### config.mk
export PLATFORM = sky130hd
export DESIGN_NAME = fifo_drain
export DESIGN_NICKNAME = d
export VERILOG_FILES = /design/src/rtl/fifo_drain_pkg.sv /design/src/rtl/fifo_drain_skid.sv /design/src/rtl/fifo_drain.sv
export SDC_FILE = /design/constraint.sdc
export NUM_CORES = 1
export LEC_CHECK = 0
export BUFFER_PORTS_ARGS = -buffer_cell sky130_fd_sc_hd__buf_4
export CORE_ASPECT_RATIO = 1.4
export CORE_MARGIN = 2
export CORE_UTILIZATION = 29
export DETAILED_ROUTE_END_ITERATION = 16
export GPL_TIMING_DRIVEN = 0
export PLACE_DENSITY_LB_ADDON = 0.05
export SYNTH_ARGS = -nofsm -noshare
export SYNTH_HDL_FRONTEND = slang
export SYNTH_HIERARCHICAL = 1
export SYNTH_SLANG_ARGS = --single-unit
### constraint.sdc
create_clock -name clk -period 2.6 [get_ports clk]
set_input_delay 0.26 -clock clk [delete_from_list [all_inputs] [get_ports clk]]
set_output_delay 0.26 -clock clk [all_outputs]
set_load 0.1 [all_outputs]
### src/rtl/fifo_drain_pkg.sv
// fifo_drain shared types: FSM state encoding and skid buffer depth.
package fifo_drain_pkg;

  typedef enum logic {
    ST_RUN,
    ST_FLUSH
  } drain_state_t;

  localparam int SKID_DEPTH = 2;

endpackage

### src/rtl/fifo_drain_skid.sv
// Two-entry skid buffer; dout is the head word and holds its last value when empty.
module fifo_drain_skid
  import fifo_drain_pkg::*;
#(
  parameter int width = 16
) (
  input  logic             clk,
  input  logic             rst,
  input  logic             clr,
  input  logic             wr,
  input  logic             rd,
  input  logic [width-1:0] din,
  output logic [width-1:0] dout,
  output logic [1:0]       count
);

  logic [width-1:0] tail;

  always_ff @(posedge clk or posedge rst) begin
    if (rst) begin
      dout  <= '0;
      tail  <= '0;
      count <= '0;
    end else if (clr) begin
      count <= '0;
    end else begin
      unique case (1'b1)
        (wr && rd): begin
          if (count == 2'(SKID_DEPTH)) begin
            dout <= tail;
            tail <= din;
          end else begin
            dout <= din;
          end
        end
        (wr && !rd): begin
          if (count == 2'd0) dout <= din;
          else               tail <= din;
          count <= count + 2'd1;
        end
        (rd && !wr): begin
          // shift only when a second word exists so an emptied head keeps its value
          if (count == 2'(SKID_DEPTH)) dout <= tail;
          count <= count - 2'd1;
        end
        default: ;
      endcase
    end
  end

endmodule

### src/rtl/fifo_drain.sv
// Read-side drain for fifo_flops: pops into a skid buffer, streams out, supports flush.
// Optional statistics counters n_fwd/n_drop are built when FIFO_DRAIN_STATS_EN is defined.
module fifo_drain
  import fifo_drain_pkg::*;
#(
  parameter int width = 16,
  parameter int cnt_w = 16
) (
  input  logic             clk,
  input  logic             rst,
  input  logic [width-1:0] fifo_dout,
  input  logic             fifo_pndng,
  output logic             fifo_pop,
  input  logic             en,
  input  logic             flush,
  output logic [width-1:0] dato_out,
  output logic             out_valid,
  input  logic             out_ready,
  output logic             busy
`ifdef FIFO_DRAIN_STATS_EN
  ,
  output logic [cnt_w-1:0] n_fwd,
  output logic [cnt_w-1:0] n_drop
`endif
);

  drain_state_t state, state_nx;
  logic [1:0]   count;
  logic         xfer;
  logic         enter;
  logic         wr;

  always_ff @(posedge clk or posedge rst) begin
    if (rst) state <= ST_RUN;
    else     state <= state_nx;
  end

  always_comb begin
    state_nx = state;
    fifo_pop = 1'b0;
    unique case (state)
      ST_RUN: begin
        fifo_pop = fifo_pndng & en & (count < 2'(SKID_DEPTH));
        if (flush) state_nx = ST_FLUSH;
      end
      ST_FLUSH: begin
        fifo_pop = fifo_pndng;
        if (!flush && !fifo_pndng) state_nx = ST_RUN;
      end
      default: ;
    endcase
    if (rst) fifo_pop = 1'b0;
  end

  assign out_valid = (count != 2'd0) && (state == ST_RUN);
  assign xfer      = out_valid & out_ready;
  assign enter     = (state == ST_RUN) & flush;
  assign wr        = fifo_pop & (state == ST_RUN);
  assign busy      = (count != 2'd0) || (state == ST_FLUSH);

  fifo_drain_skid #(
    .width(width)
  ) u_skid (
    .clk  (clk),
    .rst  (rst),
    .clr  (enter),
    .wr   (wr),
    .rd   (xfer),
    .din  (fifo_dout),
    .dout (dato_out),
    .count(count)
  );

`ifdef FIFO_DRAIN_STATS_EN
  logic [1:0]     drop_amt;
  logic [cnt_w:0] drop_sum;

  // on flush entry everything that would have remained buffered is lost
  always_comb begin
    drop_amt = 2'd0;
    if (enter)
      drop_amt = count + 2'(wr) - 2'(xfer);
    else if (state == ST_FLUSH)
      drop_amt = 2'(fifo_pop);
  end

  assign drop_sum = {1'b0, n_drop} + (cnt_w+1)'(drop_amt);

  always_ff @(posedge clk or posedge rst) begin
    if (rst) begin
      n_fwd  <= '0;
      n_drop <= '0;
    end else begin
      if (xfer && (n_fwd != '1)) n_fwd <= n_fwd + 1'b1;
      if (drop_sum[cnt_w]) n_drop <= '1;
      else                 n_drop <= drop_sum[cnt_w-1:0];
    end
  end
`endif

endmodule

# Yosys cells after proc, flatten, opt, wreduce, memory -nomap -nowiden
# Cells that the tools add are included.
[word_totals]
wordCells = 50
in_bits = 22
reg_bits = 35
[op_classes]
muxes = 14
bitwise = 7
magnitude_cmp = 1
addsub = 2
n_eq_ne = 5
reduce_logical = 17
[op_table]
columns = ["op", "count"]
rows = [
  ["$mux 16", 5],
  ["$pmux 16 s3", 1],
  ["$pmux 16 s2", 1],
  ["$ne 2x2->1 const B", 4],
  ["$reduce_and 4->1", 2],
  ["$reduce_bool 3->1", 2],
  ["$and 1x1->1", 5],
  ["$logic_and 1x1->1", 5],
  ["$logic_not 1->1", 4],
  ["$pmux 1 s2", 2],
  ["$pmux 2 s2", 1],
  ["$reduce_bool 2->1", 2],
  ["$mux 1", 3],
  ["$add 2x1->2 const B", 1],
  ["$eq 2x2->1 const B", 1],
  ["$logic_not 2->1", 1],
  ["$lt 2x2->1 const B", 1],
  ["$mux 2", 1],
  ["$not 1->1", 2],
  ["$sub 2x1->2 const B", 1],
  ["$logic_or 1x1->1", 1],
]

# Depth between registers and ports, before layout
# Gate-level depths: netlist of run 1.
[depth]
word_depth = 9
mapped_depth = 10

# Hierarchy
# Netlist of run 1, hierarchy kept.
[modules_own_cells]
columns = ["mod", "n_inst", "cells_each", "seq_area_each_um2", "area_per_inst_um2"]
rows = [
  ["fifo_drain_skid", 1, 165, 850.8, 1954.4],
  ["fifo_drain", 1, 13, 25.0, 103.8],
]

# Least setup slack after synthesis of run 1
# Ideal clock, no wire load.
[synth_timing]
path_type = "register -> output"
startpoint = "register u_skid.count[1]"
endpoint = "output fifo_pop"
arrival_time_ns = 2.075
stages_incl_launch_ff = 3
required_ns = 2.340
setup_slack_ns = 0.265
path_cell_list = "dfrtp_1 -> nand2b_1 -> a21oi_1"
[synth_via]
elab_chain_len = 4
[synth_rtl]
columns = ["element", "line", "source"]
rows = [
  ["from (decl)", "fifo_drain_skid.sv:14", "output logic [1:0] count"],
  ["from (signal assigned)", "fifo_drain_skid.sv:39", "count <= count + 2'd1;"],
  ["from (signal assigned)", "fifo_drain_skid.sv:44", "count <= count - 2'd1;"],
  ["$lt 2x2->1", "fifo_drain.sv:43", "fifo_pop = fifo_pndng & en & (count < 2'(SKID_DEPTH));"],
  ["$and 1x1->1", "fifo_drain.sv:43", ""],
  ["$pmux 1 s2", "fifo_drain.sv:41", "unique case (state)"],
  ["$mux 1", "fifo_drain.sv:52", "if (rst) fifo_pop = 1'b0;"],
  ["to (decl)", "fifo_drain.sv:13", "output logic fifo_pop,"],
]
# Every way passes these cells.

# Worst setup path in the final report of run 1
[layout_timing]
startpoint = "register u_skid.count[1]"
endpoint = "register u_skid.dout[10]"
[layout_via]
word_cells_on_any_way = 21
[layout_rtl]
columns = ["element", "line", "source"]
rows = [
  ["$reduce_bool 2->1 *", "fifo_drain.sv:55", "assign out_valid = (count != 2'd0) && (state == ST_RUN);"],
  ["$logic_and 1x1->1 *", "fifo_drain.sv:55", ""],
  ["$and 1x1->1 *", "fifo_drain.sv:56", "assign xfer = out_valid & out_ready;"],
  ["net xfer", "fifo_drain.sv:29", "logic xfer;"],
  ["$logic_not 1->1", "fifo_drain_skid.sv:36", "(wr && !rd): begin"],
  ["$logic_and 1x1->1", "fifo_drain_skid.sv:36", ""],
  ["$ne 2x2->1 (no line) / $reduce_bool 3->1 (equally long branches)", "-", ""],
  ["$reduce_and 4->1 (no line)", "-", ""],
  ["to (signal assigned)", "fifo_drain_skid.sv:33", "dout <= din;"],
  ["to (signal assigned)", "fifo_drain_skid.sv:37", "if (count == 2'd0) dout <= din;"],
  ["to (signal assigned)", "fifo_drain_skid.sv:43", "if (count == 2'(SKID_DEPTH)) dout <= tail;"],
  ["to (decl)", "fifo_drain_skid.sv:13", "output logic [width-1:0] dout,"],
]
# The timed path passes the listed nets; every way through them passes the cells marked *.
# A chain may end at the register's enable or synchronous reset.

==> run metrics, run 1 <==
IO Count=41; CP cell instances=nor2_1, nor3b_2, inv_1, ha_1, buf_6, mux2_4, o22ai_2, nand2_4, buf_6, mux2_4; worst min-delay path class=in2async; Sw Ratio=between 50% and 60%; Synth area leaders=dfrtp_1 43%, mux2_2 11%, mux2i_1 8.3%; per-cell routed wire length=between 10 and 15 um; DR iter-0 viols=37; Total Neg Setup Slack=0 ns; CTS Sinks=35; Final Max Slew Viols=0; Ys Warns=6; Critical-path top delay cell=dfrtp_2; final net count=about 250; Setup Skew=~0.0027 ns; min Tclk post-route=about 2.4 ns; H-tree depth=2; post-route clock period utilization=roughly 90%; max incr delay on CP=between 0.4 and 0.5 ns; initial core utilization=approximately 30%; Final Hold Viols=0; Non-Filler Instances=around 320; syn_nets=between 200 and 250; setup violators final=0; CTS Buf Count=5; mean post-synth cell area=roughly 12 um2; Int Pwr=between 1.5 and 2 mW; Layout area overhead=27.9%; Yosys cell types=28; drt pass-1 iters=4; kind of critical path=reg2reg; first-pass GRT wire length=approximately 7.7 mm; Root Buffer=clkbuf_8; total grt overflow=0; Via Count=approximately 1500; DRT Wirelength=between 4 and 5 mm; gr usage total=13.1%; post-synthesis cell area=0.00206 mm2; Worst Setup Start Kind=flip-flop; Via density=between 4 and 5; Worst slew margin=55.3%; # diodes=0; Seq pwr share=28.9%; detailed placement HPWL=roughly 3.4 mm; max-cap check violation count=0; DRC=0; CP required=~2.8 ns; most common cell after layout, fill and taps aside=buf_4; status=completed; row count=36; sequential element share of the synthesized area=a little over two fifths; Die Y=~100 um; Reg clk slew, reported paths=roughly 0.070 ns; Comb power frac=58.0%; core area=between 0.006 and 0.007 mm2; vias in the first global route=1551; Max rail drop VDD=476 uV; PwrDens=between 1000 and 1500 mW/mm2; gpl congestion=0.674; setup bufs post-CTS=0; port bufs=40; RSZ-0062 raised after global routing=false; P_sw=1.70 mW; synthesized flop and latch total=35; Leakage=1.20 nW; fmax=approximately 420 MHz; share of cells above drive strength 1=43.0%; TritonCTS clock tree=yes; initial antenna violation count=0; DIE WIDTH=between 70 and 80 um; Max FO, Critical Path=10; most frequent cells in the layout=43 x buf_4, 33 x dfrtp_1, 21 x mux2_2; die area=between 0.007 and 0.008 mm2; Setup crit end kind=flip-flop; Clock power frac=between 10% and 20%; Worst-Margin Slew=0.670 ns; Worst EP arrival=between 2 and 3 ns; post-synth top area share=a little over two fifths; post-synth top area cell=dfrtp_1; Skew-Pair Late Insertion Delay=approximately 0.28 ns; Mapped Cells=between 150 and 200; R2R setup slack=roughly 0.19 ns; Cells after DPL=314; Final ANT Viol Nets=0; pin count of the biggest net entering global routing=21; Max clock buf depth=2
==> power groups by stage <==
stage / combinational (mW) / sequential [mW] / clock [mW]
6_report: 1.94 / 0.966 / 0.440
5_1_grt: 2.05 / 1.01 / 0.481
4_1_cts: 1.96 / 0.964 / 0.464
3_5_place_dp: 1.96 / 0.974 / 0
3_3_place_gp: 1.94 / 0.960 / 0
2_1_floorplan: 0.697 / 1.83 / 0
==> critical path: cells and delay by family, from the launching register on <==
kind | cells | cell delay, ns
AO/OA/AOI/OAI | 1 | 0.16
adder cells (fa/ha/maj) | 1 | 0.20
buffers and inverters | 3 | 0.45
flip-flops | 1 | 0.47
multiplexers | 2 | 0.56
AND/OR/NAND/NOR | 3 | 0.47
==> path summary, 6_finish.rpt <==
check	startpoint	endpoint	depth (start not counted)
min reg2reg	u_skid/dout[3]	u_skid/dout[3]	1
max	u_skid/count[1]	u_skid/dout[10]	10
max reg2reg	u_skid/count[1]	u_skid/dout[10]	10
min in group clk	flush	state	2
min	rst	u_skid/tail[11]	2
max in group asynchronous	rst	u_skid/tail[6]	3
==> cells in the mapped netlist, drive strengths merged <==
cell type	n
nand2	18
a21o	1
inv	6
nor3b	1
or3	1
dfrtp	35
ha	5
buf	8
o22ai	1
nor4b	1
a21oi	2
a22o	16
nor2b	1
mux2	33
nand2b	2
nor2	7
and2b	1
o21ai	17
xnor2	2
clkbuf	3
mux2i	17
==> per-stage QoR <==
| stage | utilization, % | setup slack [ns] | instance area, um2 | hold WS, ns | power (mW) |
|---|---|---|---|---|---|
| after floorplan | - | 0.265 | 2060 | -0.0113 | 2.53 |
| after global placement | 35.7 | -0.0124 | 2480 | 0.116 | 2.90 |
| after detailed placement | 36.1 | -0.0495 | 2500 | 0.125 | 2.93 |
| after CTS | 37.8 | 0.0746 | 2620 | 0.100 | 3.39 |
| after global routing | 38.0 | 0.0245 | 2630 | 0.143 | 3.54 |
| final | 38.0 | 0.191 | 2630 | 0.0895 | 3.35 |
==> registers in the layout (all words and copies together), names as in the netlist <==
register,cells
u_skid/dout,16
u_skid/tail,16
state,1
u_skid/count,2
==> metal layers <==
metal  share of wire (%)  up-vias  GRT usage [%]
met5                   0        -              0
met4                 1.7        0           4.51
met3                 4.4        6           2.33
met2                  51       42           21.8
met1                  43      710           16.5
li1                    -      732              -
==> cells by family after synthesis <==
group                      share of synthesized area [%]
muxes                                               28.3
AOI/OAI and AO/OA                                   13.0
DFF                                                 42.6
and+or+nand+nor                                     7.66
buffers and inverters                               4.56
adders and majority gates                           3.04
xor gates and xnor gates                           0.851
==> area by class of cell <==
cell class                 instances  area, um2
clock buffer                       8        100
timing repair buffer              42        338
buffer                            11       72.6
sequential                        35        878
inverter                           6       22.5
fill                             737       4300
tap                               95        119
multi-input combinational        126       1100
==> repair_timing <==
action | CTS | global route
endpoints found under the hold margin | 1 | 0
setup endpoints to repair | 10 | 16
gates cloned | 0 | 0
hold buffers | 1 | 0
resized for setup | 1 | 5
Power figures use the tool's default switching activity.
==> run 2, diff against run 1 <==
--- a/config.mk
+++ b/config.mk
@@ -7,7 +7,6 @@
 export LEC_CHECK = 0
 export BUFFER_PORTS_ARGS = -buffer_cell sky130_fd_sc_hd__buf_4
 export CORE_ASPECT_RATIO = 1.4
-export CORE_MARGIN = 2
 export CORE_UTILIZATION = 29
 export DETAILED_ROUTE_END_ITERATION = 16
 export GPL_TIMING_DRIVEN = 0
==> constraint.sdc (replaced) <==
create_clock -name clk -period 2.1 [get_ports clk]
set_input_delay 0.21 -clock clk [delete_from_list [all_inputs] [get_ports clk]]
set_output_delay 0.21 -clock clk [all_outputs]
set_load 0.1 [all_outputs]
==> run metrics, run 2 (synthesis gave the netlist of run 1 again) <==
CTS Sinks=35 (unchanged); min Tclk post-route=2.12 ns (-0.292 ns); most common cell after layout, fill and taps aside=buf_4; max-cap check violation count=0 (unchanged); Die Y=102 um (-1.9%); Top Registers=u_skid/dout (16), u_skid/tail (16), u_skid/count (2); CTS Buf Count=5 (unchanged); H-tree depth=2 (unchanged); Final ANT Viol Nets=0 (unchanged); Setup crit end kind=flip-flop; most used cell, CP=mux2_4; RSZ-0062 raised after global routing=true; Max clock buf depth=2 (unchanged); Reg clk slew, reported paths=0.07 ns (about the same); Worst Setup Start Kind=flip-flop; fmax=472 MHz (+14%); Critical-path top delay cell=dfrtp_2; final net count=267 (+5.1%); Non-Filler Instances=336 (+4.0%); Worst-Margin Slew=0.806 ns (+0.136 ns); die area=0.00744 mm2 (-4.5%); post-route clock period utilization=101% (+8.2 points); pre-CTS setup slack=-0.401 ns (-0.352 ns); R2R setup slack=-0.02 ns (-0.21 ns); gpl congestion=0.760 (+13%); most frequent cells in the layout=54 x buf_4, 32 x dfrtp_1, 21 x mux2_2; drt pass-1 iters=4 (unchanged); CP Buf/Inv Count=2 (-1); vias in the first global route=1662 (+7.2%); initial core utilization=29.9% (+0.19 points); max incr delay on CP=0.45 ns (-0.02 ns); CP required=2.26 ns (-0.51 ns); Final Max Slew Viols=0 (unchanged); Worst slew margin=46.2% (-9.1 points); Leakage=1.26 nW (+5.2%); fin area=0.00280 mm2 (+6.3%); # diodes=0 (unchanged); pin count of the biggest net entering global routing=19 (-9.5%); Skew-Pair Late Insertion Delay=0.28 ns (about the same); Post-DP Area=0.00254 mm2 (+1.5%); DIE WIDTH=73.2 um (-2.7%); Setup Skew=0.00349 ns (+0.000775 ns); total grt overflow=0 (unchanged); detailed placement HPWL=3.74 mm (+9.0%); Max FO, Critical Path=10 (unchanged); core area=0.00689 mm2 (-0.65%); DRC=0 (unchanged); Via Count=1582 (+6.2%); Max rail drop VDD=870 uV (+83%); DRT Wirelength=5.21 mm (+11%); Worst EP arrival=2.28 ns (-0.30 ns); Final Hold Viols=0 (unchanged); Final WS setup=-0.0172 ns (-0.208 ns); Layout area overhead=35.9%; IO Count=41 (unchanged); DR iter-0 viols=44 (+19%); row count=36 (unchanged); port bufs=40 (unchanged); Via density=4.71 (+2.1%); per-cell routed wire length=15.5 um (+6.5%); Cells after DPL=314 (unchanged); status=complete, but fails checks; CP cell instances=nor4b_4, inv_2, ha_4, mux2_4, o22ai_4, nand2_4, buf_12, mux2_4; kind of critical path=reg2reg; TritonCTS clock tree=yes; violated checks=setup timing; Total Neg Setup Slack=-0.0532 ns (-0.0532 ns); share of cells above drive strength 1=50.2% (+7.2 points); Root Buffer=clkbuf_8; worst min-delay path class=in2async; PwrDens=1510 mW/mm2 (+18%); Critical R2R Launch=u_skid/count[1]; initial antenna violation count=0 (unchanged); crit-path leading delay family=multiplexers; CP startpoint=u_skid/count[1]; first-pass GRT wire length=8.58 mm (+11%); gr usage total=15.7% (+2.6 points); setup violators final=8 (+8)
## run 2: cell types whose count changed in the layout (fill, tap and decap cells not counted), sizes merged
cell    change
clkbuf      -1
clkinv      +1
buf        +13
## run 2: area by class of cell
type	instances	area, um2
Inverter	6	22.5
Timing Repair Buffer	55	439
Buffer	11	109
Clock buffer	7	76.3
Tap cell	95	119
Fill cell	676	4090
Clock inverter	1	5.00
Sequential cell	35	880
Multi-Input combinational cell	126	1150
## run 2: what timing repair did
action	CTS	global route
gates resized for setup	12	10
endpoints found under the hold margin	1	0
endpoints found under the setup margin	28	32
pin swaps	3	1
hold buffers	1	0
setup buffers	12	1
## run 2: final timing paths
kind                                    to  cells after the start
setup reg to reg            u_skid/dout[9]                      8
setup / recovery            u_skid/dout[9]                      8
min in group clk                     state                      2
hold / removal             u_skid/dout[13]                      2
hold reg to reg             u_skid/dout[6]                      1
max in group asynchronous   u_skid/tail[9]                      3
## run 2: routing by layer
layer	share of wire (%)	track usage, %
met3	4.1	3.28
met4	1.1	4.52
met2	57	28.3
met1	38	18.4
met5	0	0
## run 2: per-stage QoR
stage	hold slack [ns]	util [%]	power, mW
after floorplan	-0.0613	-	3.16
final	0.0967	40.6	4.21
after CTS	0.103	40.1	4.26
after global routing	0.0983	40.6	4.43
after global placement	0.0646	36.5	3.62
after detailed placement	0.0696	36.9	3.69
## run 2: power breakdown
group          switching (mW)  leakage [nW]  internal (mW)  total, mW
clock                   0.239        0.0422          0.233      0.472
combinational            1.72         0.797          0.835       2.55
sequential              0.206         0.426          0.983       1.19
## run 2: worst reg2reg max path, cell delays in order (launching register included)
cell and delay (ns):
dfrtp_2 0.45, nor4b_4 0.33, inv_2 0.11, ha_4 0.18, mux2_4 0.27, o22ai_4 0.12, nand2_4 0.09, buf_12 0.16
mux2_4 0.30
==> run 3, diff against run 2 <==
--- a/config.mk
+++ b/config.mk
@@ -5,12 +5,14 @@
 export SDC_FILE = /design/constraint.sdc
 export NUM_CORES = 1
 export LEC_CHECK = 0
+export ABC_AREA = 1
 export BUFFER_PORTS_ARGS = -buffer_cell sky130_fd_sc_hd__buf_4
-export CORE_ASPECT_RATIO = 1.4
+export CORE_ASPECT_RATIO = 0.8
 export CORE_UTILIZATION = 29
 export DETAILED_ROUTE_END_ITERATION = 16
 export GPL_TIMING_DRIVEN = 0
 export PLACE_DENSITY_LB_ADDON = 0.05
+export REMOVE_ABC_BUFFERS = 1
 export SYNTH_ARGS = -nofsm -noshare
 export SYNTH_HDL_FRONTEND = slang
 export SYNTH_HIERARCHICAL = 1
==> run metrics, run 3 <==
fmax=527 MHz (+11%); Post-synth EDFFs=0 (unchanged); RSZ-0062 raised after global routing=false; Final Hold Viols=0 (unchanged); max incr delay on CP=0.54 ns (+0.09 ns); DIE WIDTH=102 um (+40%); CP required=2.28 ns (+0.02 ns); most frequent cells in the layout=133 x nand2_1, 53 x buf_4, 40 x inv_1; setup violators final=0 (-8); final net count=406 (+52%); H-tree depth=2 (unchanged); drt pass-1 iters=4 (unchanged); synthesized flop and latch total=35 (unchanged); per-cell routed wire length=13.5 um (-13%); status=completed; IO Count=41 (unchanged); most common cell after layout, fill and taps aside=nand2_1; Synth area leaders=dfrtp_1 38%, nand2_1 21%, nand3_1 7.7%; PwrDens=1530 mW/mm2 (+1.6%); core area=0.00760 mm2 (+10%); Commonest cells post-synth=133 x nand2_1, 46 x inv_1, 36 x nand3_1; Ys Warns=6 (unchanged); Leakage=1.55 nW (+23%); post-synth top area share=37.5% (-5.0 points); # diodes=0 (unchanged); Critical-path top delay cell=dlygate4sd3_1; DRC=0 (unchanged); most numerous cell in the Yosys netlist=nand2_1; Worst slew margin=49.4% (+3.2 points); max-cap check violation count=0 (unchanged); Via density=4.42 (-6.2%); fin area=0.00297 mm2 (+6.2%); pin count of the biggest net entering global routing=35 (+16); initial antenna violation count=0 (unchanged); Min Hold Slack=0.119 ns (+0.0221 ns); die area=0.00842 mm2 (+13%); TritonCTS clock tree=yes; Worst Setup Start Kind=input port; min Tclk post-route=1.90 ns (-0.218 ns); DR iter-0 viols=61 (+39%); total grt overflow=0 (unchanged); row count=28 (-22%); CTS Sinks=35 (unchanged); Setup crit end kind=flip-flop; post-synthesis cell area=0.00233 mm2 (+13%); Die Y=82.3 um (-19%); ys async rst share=100% (unchanged); vias in the first global route=2139 (+29%); DRT Wirelength=6.54 mm (+26%); CP cell instances=dlygate4sd3_1, buf_4, nor2_1, nand3_1, inv_2, inv_2, ha_4, clkinvlp_4, buf_4, nand3_1, nand2_1, nand2_1, nand2_1; Final ANT Viol Nets=0 (unchanged); Worst-Margin Slew=0.758 ns (-0.0480 ns); kind of critical path=in2reg; initial core utilization=30.7% (+0.85 points); Max rail drop VDD=612 uV (-30%); first-pass GRT wire length=11.0 mm (+28%); Max FO, Critical Path=10 (unchanged); sequential element share of the synthesized area=37.5% (-5.0 points); Post-DP Area=0.00262 mm2 (+3.1%); gr usage total=17.6% (+1.9 points); Setup Skew=0.00840 ns (+0.00491 ns); Final Max Slew Viols=0 (unchanged); CTS Buf Count=5 (unchanged); worst min-delay path class=in2reg; Mapped Cells=330 (+85%); mean post-synth cell area=7.07 um2 (-39%); Worst EP arrival=2.08 ns (-0.20 ns); Max clock buf depth=2 (unchanged); Reg clk slew, reported paths=0.07 ns (about the same); share of cells above drive strength 1=28.9% (-21 points); Top Registers=u_skid/dout (16), u_skid/tail (16), u_skid/count (2); post-synth top area cell=dfrtp_1; Synth Flop Type=dfrtp_1; most used cell, CP=nand2_1; Via Count=2142 (+35%); Layout area overhead=27.2%; post-route clock period utilization=90.4% (-10 points); Skew-Pair Late Insertion Delay=0.29 ns (about the same); detailed placement HPWL=3.70 mm (-1.1%); port bufs=40 (unchanged); Yosys cell types=22 (-21%); gpl congestion=0.684 (-10%); Root Buffer=clkbuf_8
==> run 3: cell count changes after synthesis, sizes merged, moves of 8 or more <==
| cell | change |
|---|---|
| o21ai | +18 |
| mux2 | -33 |
| buf | +8 |
| inv | +43 |
| nand3 | +39 |
| a22o | -16 |
| nand2 | +121 |
| mux2i | -17 |
==> run 3: final cells by class <==
cell class | instances | area, um2
Fill cell | 794 | 4630
Multi-Input combinational cell | 230 | 1190
Sequential cell | 35 | 881
Timing Repair Buffer | 58 | 488
Inverter | 49 | 199
Tap cell | 105 | 131
Clock buffer | 5 | 68.8
Clock inverter | 3 | 15.0
==> run 3: through the flow <==
step	power (mW)	TNS [ns]	worst slack, ns	instances	utilization, %
6_report	4.55	0	0.201	485	39.1
5_1_grt	4.90	0	0.00166	485	39.1
4_1_cts	4.53	0	0.0277	476	37.6
3_5_place_dp	3.92	-35.11	-1.41	458	34.5
3_3_place_gp	3.90	-33.71	-1.38	458	34.5
2_1_floorplan	3.30	-5.57	-0.275	313	-
==> run 3: where the power goes <==
part           switching [mW]  internal [mW]
combinational            2.14          0.730
clock                   0.266          0.227
sequential              0.194          0.991
total                    2.60           1.95
==> run 3: logic make-up after synthesis <==
group / count (synthesis) / share of synthesized area (%)
AOI/OAI and AO/OA: 36 / 11.1
adders and majority gates: 5 / 2.68
buffers and inverters: 66 / 14.1
DFF: 35 / 37.5
and+or+nand+nor: 188 / 34.6
==> run 3: repair_timing <==
action                                  in CTS  in global routing
pin swaps                                    3                  3
gates resized for setup                     13                  6
setup buffers                                8                  9
endpoints found under the setup margin      36                 34
endpoints found under the hold margin        1                  0
hold buffers                                 1                  0
cloned                                       1                  0
==> run 3: worst paths after layout <==
path                                      start         endpoint  slack [ns]  depth (start not counted)
worst max-delay path                        rst   u_skid/dout[3]        0.20                         13
worst min-delay path                      flush            state        0.12                          3
worst max register to register  u_skid/count[1]   u_skid/dout[3]        0.21                         10
worst min register to register   u_skid/dout[0]   u_skid/dout[0]        0.48                          2
max in group asynchronous                   rst  u_skid/count[1]        0.91                          3
min in group asynchronous                   rst            state        0.35                          3
==> run 3: per-layer routing <==
| layer | vias up | track usage (%) | share of wire, % |
|---|---|---|---|
| met3 | 2 | 3.45 | 4.7 |
| met1 | 985 | 23.1 | 48 |
| met2 | 44 | 29.5 | 46 |
| met4 | 0 | 4.57 | 0.38 |
| li1 | 1111 | - | - |
| met5 | - | 0 | 0 |
==> run 3: critical path: cells and delay by family <==
family        cells  cell delay, ns
buf+inv           6            1.11
simple gates      6            0.45
fa+ha+maj         1            0.29
